==> src/rtl/sum_n_accumulator_if.sv <==
// rtl/sum_n_accumulator_if.sv - start/result handshake bundle for the Sum-of-N summation stage
interface sum_n_accumulator_if #(
    parameter int WIDTH = 4,
    parameter int SUM_W = 8
);
    logic             start;
    logic [WIDTH-1:0] n_in;
    logic             busy;
    logic             done;
    logic [SUM_W-1:0] sum;
    logic [WIDTH-1:0] cnt;
    logic             ovf;

    modport master (
        output start, n_in,
        input  busy, done, sum, cnt, ovf
    );

    modport slave (
        input  start, n_in,
        output busy, done, sum, cnt, ovf
    );
endinterface

==> src/rtl/sum_n_accumulator.sv <==
// rtl/sum_n_accumulator.sv - down-counts N and accumulates N + (N-1) + ... + 1 with start/busy/done
module sum_n_accumulator #(
    parameter int WIDTH = 4,
    parameter int SUM_W = 8
) (
    input  logic          clk,
    input  logic          rst_n,
    sum_n_accumulator_if.slave bus
);

    typedef enum logic [1:0] {
        IDLE = 2'd0,
        ACC  = 2'd1,
        DONE = 2'd2
    } state_t;

    state_t           state_q, state_d;
    logic [WIDTH-1:0] cnt_q, cnt_d;
    logic [SUM_W-1:0] acc_q, acc_d;
    logic             ovf_q, ovf_d;

    // One extra bit on the adder exposes the carry-out used for the sticky overflow flag.
    logic [SUM_W:0]   add_full;
    assign add_full = {1'b0, acc_q} + {{(SUM_W + 1 - WIDTH){1'b0}}, cnt_q};

    // Internal state and datapath registers; reset discards any run in progress.
    always_ff @(posedge clk or negedge rst_n) begin
        if (!rst_n) begin
            state_q <= IDLE;
            cnt_q   <= '0;
            acc_q   <= '0;
            ovf_q   <= 1'b0;
        end else begin
            state_q <= state_d;
            cnt_q   <= cnt_d;
            acc_q   <= acc_d;
            ovf_q   <= ovf_d;
        end
    end

    // Next-state and datapath update: load on accepted start, add-and-decrement while accumulating.
    always_comb begin
        state_d = state_q;
        cnt_d   = cnt_q;
        acc_d   = acc_q;
        ovf_d   = ovf_q;
        case (state_q)
            IDLE: begin
                if (bus.start) begin
                    cnt_d   = bus.n_in;
                    acc_d   = '0;
                    ovf_d   = 1'b0;
                    state_d = (bus.n_in != '0) ? ACC : DONE;
                end
            end
            ACC: begin
                acc_d = add_full[SUM_W-1:0];
                cnt_d = cnt_q - WIDTH'(1);
                if (add_full[SUM_W]) begin
                    ovf_d = 1'b1;
                end
                if (cnt_q == WIDTH'(1)) begin
                    state_d = DONE;
                end
            end
            DONE: begin
                state_d = IDLE;
            end
            default: begin
                state_d = IDLE;
            end
        endcase
    end

    // Output stage: every visible signal is a flop copy of the internal state, one cycle behind.
    always_ff @(posedge clk or negedge rst_n) begin
        if (!rst_n) begin
            bus.busy <= 1'b0;
            bus.done <= 1'b0;
            bus.sum  <= '0;
            bus.cnt  <= '0;
            bus.ovf  <= 1'b0;
        end else begin
            bus.busy <= (state_q == ACC);
            bus.done <= (state_q == DONE);
            bus.sum  <= acc_q;
            bus.cnt  <= cnt_q;
            bus.ovf  <= ovf_q;
        end
    end

endmodule

==> src/flat_wrapper.sv <==
// flat-port wrapper written by rule: the top's interface ports become plain ports
module sum_n_accumulator_flat 
#(
    parameter int WIDTH = 4,
    parameter int SUM_W = 8
)
  (clk, rst_n, bus_start, bus_n_in, bus_busy, bus_done, bus_sum, bus_cnt, bus_ovf);
  sum_n_accumulator_if #(.WIDTH(WIDTH), .SUM_W(SUM_W)) bus_i ();
  input  logic clk;
  input  logic rst_n;
  input wire logic [$bits(bus_i.start)-1:0] bus_start;
  input wire logic [$bits(bus_i.n_in)-1:0] bus_n_in;
  output wire logic [$bits(bus_i.busy)-1:0] bus_busy;
  output wire logic [$bits(bus_i.done)-1:0] bus_done;
  output wire logic [$bits(bus_i.sum)-1:0] bus_sum;
  output wire logic [$bits(bus_i.cnt)-1:0] bus_cnt;
  output wire logic [$bits(bus_i.ovf)-1:0] bus_ovf;
  assign bus_i.start = bus_start;
  assign bus_i.n_in = bus_n_in;
  assign bus_busy = bus_i.busy;
  assign bus_done = bus_i.done;
  assign bus_sum = bus_i.sum;
  assign bus_cnt = bus_i.cnt;
  assign bus_ovf = bus_i.ovf;
  sum_n_accumulator #(.WIDTH(WIDTH), .SUM_W(SUM_W)) u_core (.clk(clk), .rst_n(rst_n), .bus(bus_i));
endmodule
==> config.mk <==
export PLATFORM = sky130hd
export DESIGN_NAME = sum_n_accumulator_flat
export DESIGN_NICKNAME = d
export VERILOG_FILES = /design/src/rtl/sum_n_accumulator_if.sv /design/src/rtl/sum_n_accumulator.sv /design/src/flat_wrapper.sv
export SDC_FILE = /design/constraint.sdc
export NUM_CORES = 1
export LEC_CHECK = 0
export CAP_MARGIN = 20
export CORE_ASPECT_RATIO = 1.4
export CORE_UTILIZATION = 51
export CTS_CLUSTER_SIZE = 28
export DETAILED_ROUTE_END_ITERATION = 16
export PLACE_DENSITY = 0.8
export SYNTH_ARGS = -nofsm -noshare
export SYNTH_HDL_FRONTEND = slang
export SYNTH_SLANG_ARGS = --single-unit
==> constraint.sdc <==
create_clock -name clk -period 2.45 [get_ports clk]
set_input_delay 0.49 -clock clk [delete_from_list [all_inputs] [get_ports clk]]
set_output_delay 0.49 -clock clk [all_outputs]
set_load 0.01 [all_outputs]
==> impl_metrics.json, run 1 <==
{
  "fp.dieH_um": 61.3,
  "ys_types": 36,
  "syn_nets": 122,
  "synth_area_sq_um": 1280,
  "setup_viol": 0,
  "syn_area_per_cell_sq_um": 11.9,
  "first_pass_iters": 4,
  "dr_total_vias": 961,
  "rsz0062_at_grt": "false",
  "clock_path_buffers": 2,
  "fmax_mhz": 507,
  "crit_path_start_kind": "flop",
  "die_area_sq_um": 2720,
  "synth-async-reset-ratio_pct": 100,
  "grt_overflow": 0,
  "io-pin-count": 22,
  "vias_per_cell": 5.62,
  "drt-total-wl_um": 2420,
  "drc": 0,
  "numClockSinks": 30,
  "num_rows": 21,
  "antenna_left": 0,
  "crit_path_end_kind": "flop",
  "holdCritPathClass": "flop to flop",
  "p_leak_nw": 0.745,
  "cts_tree": "done",
  "synth-seq-area-share_pct": 58.5,
  "synth_edf_count": 0,
  "hold_violations": 0,
  "post_cts_resized": 0,
  "core-area_sq_um": 2390,
  "power_mw": 2.13,
  "grt_usage_pct": 21.2,
  "status": "completed",
  "synthFlopType": "dfrtp_1",
  "ir_drop_mv": 0.741,
  "slew_viol_final": 0,
  "ys_warn_count": 0,
  "worstPathRequired_ps": 2670,
  "drt_iter0_drc": 42,
  "grt_pass1_vias": 882,
  "power.density_nw_per_um2": 1320,
  "num_antenna_cells": 0,
  "preCtsSetupSlack_ps": 441,
  "initial_core_util_pct": 53.6,
  "wl_met3_um": 116,
  "path_clk_slew_ps": 90,
  "final_core_util_pct": 67.6,
  "place_congestion": 0.830,
  "ctsHoldBuffers": 0,
  "port_buffers": 21,
  "grt_first_pass_wirelength_um": 3990,
  "final_nets": 150,
  "layout-drive-gt1-share_pct": 10.2,
  "syn-instance-count": 108,
  "wl_met1_um": 981,
  "max-cap-violations": 0,
  "path_class": "flop to flop",
  "dieWidth_um": 44.4,
  "h-tree-depth": 2,
  "post-cts-setup-buffer-count": 0,
  "top_layer_used": "met4",
  "arrival_ps": 2190,
  "min_period_ps": 1970,
  "routed-wl-met2_um": 1220,
  "cts_buffers": 5,
  "tightestPinTransition_ps": 430,
  "detail_route.wl_per_cell_um": 14.1,
  "cts-root-buf": "clkbuf_4",
  "clkLatencyLatePin_ps": 320,
  "critical_path_peak_fanout": 5,
  "grt_max_degree": 31,
  "mostFrequentLayoutCells": "30 x dfrtp_1, 21 x clkdlybuf4s50_1, 7 x nor2_1, 7 x o21ai_0, 6 x ha_1",
  "dpl.hpwl_um": 1750,
  "finClkSkew_ps": 5.64,
  "ys_seq_elements": 30,
  "layout_commonest_cell": "dfrtp_1",
  "holdWs_ps": 427,
  "setup_ws_ps": 479,
  "fin_crit_sh_pct": 80.5,
  "areaGrowthSynthToFinish_pct": 26.0,
  "antenna_found_initial": 0,
  "slew_headroom_pct": 71.4,
  "fin_setup_tns_ps": 0
}
-- through the flow --
step                      instances  instance area, sq um
after global routing            171                  1620
after global placement          163                  1540
after detailed placement        163                  1540
after CTS                       171                  1620
after floorplan                 108                  1280
final                           171                  1620
-- critical path, stage by stage (launching register included) --
cell and delay, ps:
dfrtp_1 430, ha_1 240, fa_1 410, a21o_1 180
a21oi_1 220, nor3_1 70, a311o_1 320
-- cell usage after synthesis (2+ instances only) --
library cell   n  share of area [%]
o22a_1         2                1.4
o22ai_1        3                1.5
nand3_1        2               0.78
o21bai_1       2                1.2
o21ai_1        2               0.78
nor3_1         4                1.6
mux2i_1        2                1.6
nand2_1        5                1.5
ha_1           6                5.9
dfrtp_1       30                 59
a31oi_1        2               0.98
a21oi_1        5                2.0
a21o_1         3                1.8
o21ai_0        7                2.7
inv_1          5                1.5
a22o_1         2                1.4
nor2_1         7                2.0
-- path summary, 6_finish.rpt --
check / from / endpoint / slack (ps) / depth (start not counted)
max in group asynchronous: rst_n / u_core.bus.cnt[3]$_DFF_PN0_ / 1630 / 2
min in group asynchronous: rst_n / u_core.bus.sum[4]$_DFF_PN0_ / 550 / 2
worst max register to register: u_core.cnt_q[0]$_DFFE_PN0P_ / u_core.acc_q[4]$_DFFE_PN0P_ / 480 / 6
worst max-delay path: u_core.cnt_q[0]$_DFFE_PN0P_ / u_core.acc_q[4]$_DFFE_PN0P_ / 480 / 6
worst min register to register: u_core.acc_q[0]$_DFFE_PN0P_ / u_core.bus.sum[0]$_DFF_PN0_ / 430 / 0
worst min-delay path: u_core.acc_q[0]$_DFFE_PN0P_ / u_core.bus.sum[0]$_DFF_PN0_ / 430 / 0
-- cells by family after synthesis --
| logic type | synth area share [%] |
|---|---|
| AO/OA/AOI/OAI | 21.2 |
| XOR/XNOR | 0.683 |
| adder cells (fa/ha/maj) | 7.41 |
| buffers and inverters | 2.15 |
| flip-flops | 58.5 |
| multiplexers | 1.56 |
| AND/OR/NAND/NOR | 8.49 |
-- routing by layer --
metal | vias to the layer above | track usage, %
met4 | 0 | 12.6
met5 | - | 0
met1 | 460 | 23.7
li1 | 453 | -
met2 | 39 | 34.7
met3 | 9 | 7.62
-- power by group --
| group | switching (mW) | total, mW | internal (mW) |
|---|---|---|---|
| clock | 0.159 | 0.355 | 0.196 |
| combinational | 0.449 | 0.912 | 0.462 |
| sequential | 0.183 | 0.863 | 0.681 |
| total | 0.791 | 2.13 | 1.34 |
-- registers in the layout, summed over array words and instances, names as in the netlist --
register and flops:
u_core.ovf_q 1, u_core.acc_q 8, u_core.bus.sum 8, u_core.bus.done 1, u_core.bus.busy 1, u_core.bus.cnt 4
u_core.state_q 2, u_core.bus.ovf 1, u_core.cnt_q 4
-- area by class of cell --
type	count	area [sq um]
Fill cell	191	774
Tap cell	34	42.5
Inverter	6	22.5
Timing Repair Buffer	22	218
Clock buffer	8	78.8
Sequential cell	30	751
Multi-Input combinational cell	71	504
No activity file was read; power rests on OpenSTA's default activity.
==> inputs of run 2 (changes only) <==
Settings changed: CORE_UTILIZATION 51 to 46, PLACE_DENSITY 0.8 to 0.77.
Clock period 2.45 ns to 1.8 ns, I/O delays scaled along.
==> run 2 against run 1 <==
Critical path depth unchanged. Sequential cell count unchanged. Core utilization down 4.4 points. Largest power group unchanged. Register-to-register slack worse by 430 ps. Global-route usage down 1.3 points. Clock-buffer cell count down 1.
==> impl_metrics.json, run 2 (synthesis gave the netlist of run 1 again) <==
{
  "setup_viol": 0,
  "dr_total_vias": 988,
  "placedCellCount": 173,
  "num_antenna_cells": 0,
  "core-area_sq_um": 2640,
  "dpl.hpwl_um": 1800,
  "grt_first_pass_wirelength_um": 4130,
  "cts-root-buf": "clkbuf_4",
  "slew_headroom_pct": 71.1,
  "ctsHoldBuffers": 0,
  "min_period_ps": 1750,
  "initial_core_util_pct": 48.5,
  "r2r_start": "u_core.cnt_q[0]$_DFFE_PN0P_",
  "fmax_mhz": 570,
  "grt_max_degree": 31,
  "fp.dieH_um": 64.5,
  "drt-total-wl_um": 2480,
  "grt_usage_pct": 19.9,
  "holdCritPathClass": "flop to flop",
  "dieWidth_um": 46.6,
  "io-pin-count": 22,
  "areaGrowthSynthToFinish_pct": 30.3,
  "p_leak_nw": 0.769,
  "cts_tree": "done",
  "intPower_mw": 1.82,
  "place_congestion": 0.772,
  "worstPathRequired_ps": 2020,
  "worst_path_max_delay_cell": "dfrtp_1",
  "first_pass_iters": 4,
  "arrival_ps": 1980,
  "critical_path_peak_fanout": 2,
  "clkLatencyLatePin_ps": 330,
  "max-cap-violations": 0,
  "clock_path_buffers": 2,
  "finClkSkew_ps": 5.43,
  "placed_area_sq_um": 1610,
  "cp_slowest_stage_delay_ps": 420,
  "instances_no_fill": 181,
  "final_area_sq_um": 1670,
  "antenna_found_initial": 0,
  "tightestPinTransition_ps": 433,
  "num_rows": 22,
  "drc": 0,
  "grt_pass1_vias": 880,
  "hold_violations": 0,
  "final_nets": 159,
  "p_seq_share_pct": 38.3,
  "power_mw": 2.95,
  "path_clk_slew_ps": 90,
  "crit_path_start_kind": "flop",
  "pwr-share-comb_pct": 49.5,
  "status": "completed",
  "p_sw_mw": 1.13,
  "grt_overflow": 0,
  "antenna_left": 0,
  "power.share.switching_pct": 38.2,
  "path_class": "flop to flop",
  "detail_route.wl_per_cell_um": 13.7,
  "mostFrequentLayoutCells": "30 x dfrtp_1, 21 x clkdlybuf4s50_1, 10 x buf_4",
  "critical_path.cell_chain": "ha_4 -> fa_2 -> a21o_1 -> a21oi_2 -> nor3_1 -> a311o_1",
  "crit_start": "u_core.cnt_q[0]$_DFFE_PN0P_",
  "slew_viol_final": 0,
  "hp-start": "u_core.ovf_q$_DFFE_PN0P_",
  "cts_buffers": 5,
  "rsz0062_at_grt": "true",
  "reg_top3": "u_core.acc_q x8, u_core.bus.sum x8",
  "numClockSinks": 30,
  "drt_iter0_drc": 15,
  "layout_commonest_cell": "dfrtp_1",
  "vias_per_cell": 5.46,
  "ir_drop_mv": 0.859,
  "layout-drive-gt1-share_pct": 15.9,
  "fin_setup_tns_ps": 0,
  "fin_crit_sh_pct": 97.4,
  "clkPwrFrac_pct": 12.2,
  "port_buffers": 21,
  "crit_path_end_kind": "flop",
  "die_area_sq_um": 3010,
  "h-tree-depth": 2,
  "power.density_nw_per_um2": 1770
}
run 2: final timing paths:
path / slack (ps) / end / cells past startpoint
setup / recovery: 50 / u_core.acc_q[4]$_DFFE_PN0P_ / 6
hold / removal: 380 / u_core.bus.ovf$_DFF_PN0_ / 0
setup reg to reg: 50 / u_core.acc_q[4]$_DFFE_PN0P_ / 6
hold reg to reg: 380 / u_core.bus.ovf$_DFF_PN0_ / 0
max in group asynchronous: 1120 / u_core.bus.cnt[2]$_DFF_PN0_ / 2
min in group asynchronous: 410 / u_core.state_q[1]$_DFFE_PN0P_ / 2
run 2: timing repair:
item,in CTS,in global routing
pin swaps,0,6
gates resized for setup,1,1
setup endpoints to repair,1,2
setup buffers,0,1
endpoints found under the hold margin,0,0
run 2: worst max-delay path, delay by kind of cell, from the launching register on:
kind	cells	cell delay [ps]
AOI/OAI and AO/OA	3	620
adders and majority gates	2	530
DFF	1	420
and+or+nand+nor	1	60
run 2: routing by layer:
layer | track usage (%) | up-vias | part of all wire (%)
li1 | - | 468 | -
met1 | 24.6 | 483 | 43
met2 | 29.0 | 27 | 50
met3 | 6.96 | 10 | 4.2
met4 | 12.1 | 0 | 2.8
met5 | 0 | - | 0
run 2: power groups by stage:
stage	Clock [mW]	Combinational, mW	Sequential, mW
3_3_place_gp	0	1.36	1.12
6_report	0.359	1.46	1.13
5_1_grt	0.404	1.62	1.16
4_1_cts	0.371	1.42	1.12
2_1_floorplan	0	0.792	1.17
3_5_place_dp	0	1.41	1.13
run 2: layout make-up:
type,count,area [sq um]
clock buffer,7,45.0
sequential,30,751
multi-input combinational,71,523
fill,237,971
inverter,6,22.5
tap,36,45.0
timing repair buffer,31,285
run 2: metrics by stage:
step           hold WS (ps)  setup WS, ps  util [%]
4_1_cts                 384          25.7      62.6
2_1_floorplan          64.4          10.8         -
6_report                382          46.5      63.3
3_3_place_gp            384          22.4      60.8
5_1_grt                 412         -22.9      63.3
3_5_place_dp            364         -22.0      60.8
==> inputs of run 3 (changes only) <==
Settings changed: ABC_AREA set to 0, CORE_UTILIZATION 46 to 34, PLACE_DENSITY 0.77 to 0.6.
==> run 3 against run 2 <==
The flow now finishes with violations (DRC). Clock skew is 2.5 ps lower. Fmax down 0.94%. Sequential cell count unchanged. First-iteration DRC count fell by 47%. Non-clock buffer count up 1. Register-to-register slack worse by 20 ps. Worst setup slack worse by 17 ps. Combinational power hardly changed. Cell count rose by 4.4%. Design area rose by 3.3%. Core utilization decreased by 16 points. Sequential power about the same. Critical endpoint unchanged. Largest power group unchanged.
==> impl_metrics.json, run 3 (synthesis gave the netlist of run 1 again) <==
{
  "drt_iter0_drc": 8,
  "path_clk_slew_ps": 60,
  "path_class": "flop to flop",
  "antenna_found_initial": 0,
  "holdWs_ps": 412,
  "preCtsSetupSlack_ps": -31.3,
  "r2r_slack_ps": 30,
  "first_pass_iters": 10,
  "reg2reg_to": "u_core.acc_q[4]$_DFFE_PN0P_",
  "ctsHoldBuffers": 0,
  "final_area_sq_um": 1730,
  "setup_viol": 0,
  "worstHoldPathCells": 0,
  "num_rows": 26,
  "placedCellCount": 180,
  "numClockSinks": 30,
  "clock_path_buffers": 2,
  "port_buffers": 21,
  "grt_overflow": 0,
  "fin_crit_sh_pct": 98.3,
  "grt_max_degree": 31,
  "violations": "DRC",
  "r2r_start": "u_core.acc_q[0]$_DFFE_PN0P_",
  "fmax_mhz": 565,
  "core-area_sq_um": 3640,
  "drc": 1,
  "setup_ws_ps": 29.8,
  "grt_first_pass_wirelength_um": 4190,
  "ir_drop_mv": 0.733,
  "clkLatencyLatePin_ps": 280,
  "hold_end": "u_core.bus.ovf$_DFF_PN0_",
  "mostFrequentLayoutCells": "30 x dfrtp_1, 21 x clkdlybuf4s50_1, 11 x buf_4",
  "grt_pass1_vias": 909,
  "placed_area_sq_um": 1620,
  "crit_path_start_kind": "flop",
  "p_leak_nw": 0.798,
  "critical_path_peak_fanout": 3,
  "initial_core_util_pct": 35.2,
  "antenna_left": 0,
  "final_nets": 160,
  "arrival_ps": 1930,
  "reg_top3": "u_core.acc_q x8, u_core.bus.sum x8",
  "max-cap-violations": 0,
  "worstPathRequired_ps": 1960,
  "instances_no_fill": 189,
  "slew_headroom_pct": 71.1,
  "power.density_nw_per_um2": 1820,
  "dr_total_vias": 984,
  "tightestPinTransition_ps": 434,
  "grt_usage_pct": 15.5,
  "h-tree-depth": 2,
  "holdCritPathClass": "flop to flop",
  "cts_tree": "done",
  "hp-start": "u_core.ovf_q$_DFFE_PN0P_",
  "num_antenna_cells": 0,
  "slew_viol_final": 0,
  "status": "finished, violations left",
  "io-pin-count": 22,
  "fill_cells": 352,
  "layout_commonest_cell": "dfrtp_1",
  "finClkSkew_ps": 2.88,
  "detail_route.wl_per_cell_um": 14.3,
  "place_congestion": 0.829,
  "crit_path_end_kind": "flop",
  "cts-root-buf": "clkbuf_8",
  "layout-drive-gt1-share_pct": 18.4,
  "worst_r2r_path_depth": 6,
  "fin_setup_tns_ps": 0,
  "dpl.hpwl_um": 1970,
  "cts_buffers": 5,
  "dieWidth_um": 53.9,
  "areaGrowthSynthToFinish_pct": 34.6,
  "power_mw": 3.15,
  "drt-total-wl_um": 2690,
  "min_period_ps": 1770,
  "die_area_sq_um": 4030,
  "final_core_util_pct": 47.4,
  "fp.dieH_um": 74.7,
  "hold_violations": 0,
  "rsz0062_at_grt": "true",
  "vias_per_cell": 5.21
}
run 3: cell types whose count changed in the layout (fill, tap and decap cells not counted), sizes merged:
cell    delta
buf        +1
clkinv     +1
run 3: final cells by class:
cell class	count	area, sq um	area share, %
repair buffers	32	293	17.0
clock inverters	1	5.00	0.290
clock buffers	7	86.3	5.00
multi-input cells	71	517	29.9
well taps	42	52.6	3.04
flip-flops and latches	30	751	43.5
inverters	6	22.5	1.30
run 3: worst max-delay path by stage:
| stage | start | to | slack (ps) | depth (start not counted) |
|---|---|---|---|---|
| after global routing | u_core.acc_q[0]$_DFFE_PN0P_ | u_core.acc_q[4]$_DFFE_PN0P_ | -20 | 6 |
| after global placement | u_core.acc_q[0]$_DFFE_PN0P_ | u_core.acc_q[4]$_DFFE_PN0P_ | 5 | 6 |
| after floorplan | u_core.cnt_q[0]$_DFFE_PN0P_ | u_core.acc_q[4]$_DFFE_PN0P_ | 10 | 6 |
| after detailed placement | u_core.acc_q[0]$_DFFE_PN0P_ | u_core.acc_q[4]$_DFFE_PN0P_ | -30 | 6 |
| after CTS | u_core.acc_q[0]$_DFFE_PN0P_ | u_core.acc_q[4]$_DFFE_PN0P_ | 20 | 6 |
| final | u_core.acc_q[0]$_DFFE_PN0P_ | u_core.acc_q[4]$_DFFE_PN0P_ | 30 | 6 |
run 3: report_power, final:
part           internal (mW)  switching (mW)  leakage [nW]
logic                  0.769           0.708         0.369
clock network          0.307           0.234        0.0482
registers              0.929           0.200         0.381
total                   2.01            1.14         0.798
run 3: critical path: stages (launching register included):
cell     delay (ps)
dfrtp_1         380
ha_2            210
fa_2            350
a21o_1          210
a21oi_2         140
nor3_1           60
a311o_1         310
run 3: repair_timing:
action                     in CTS  in global routing
setup endpoints to repair       1                  2
resized for setup               1                  1
buffers inserted                0                  1
pin swaps                       0                  2
run 3: per-layer routing:
layer / track usage [%] / routed length, um / up-vias
li1: - / - / 471
met1: 14.9 / 1030 / 489
met2: 27.6 / 1500 / 19
met3: 5.45 / 86 / 5
met4: 8.77 / 73 / 0
met5: 0 / 0 / -
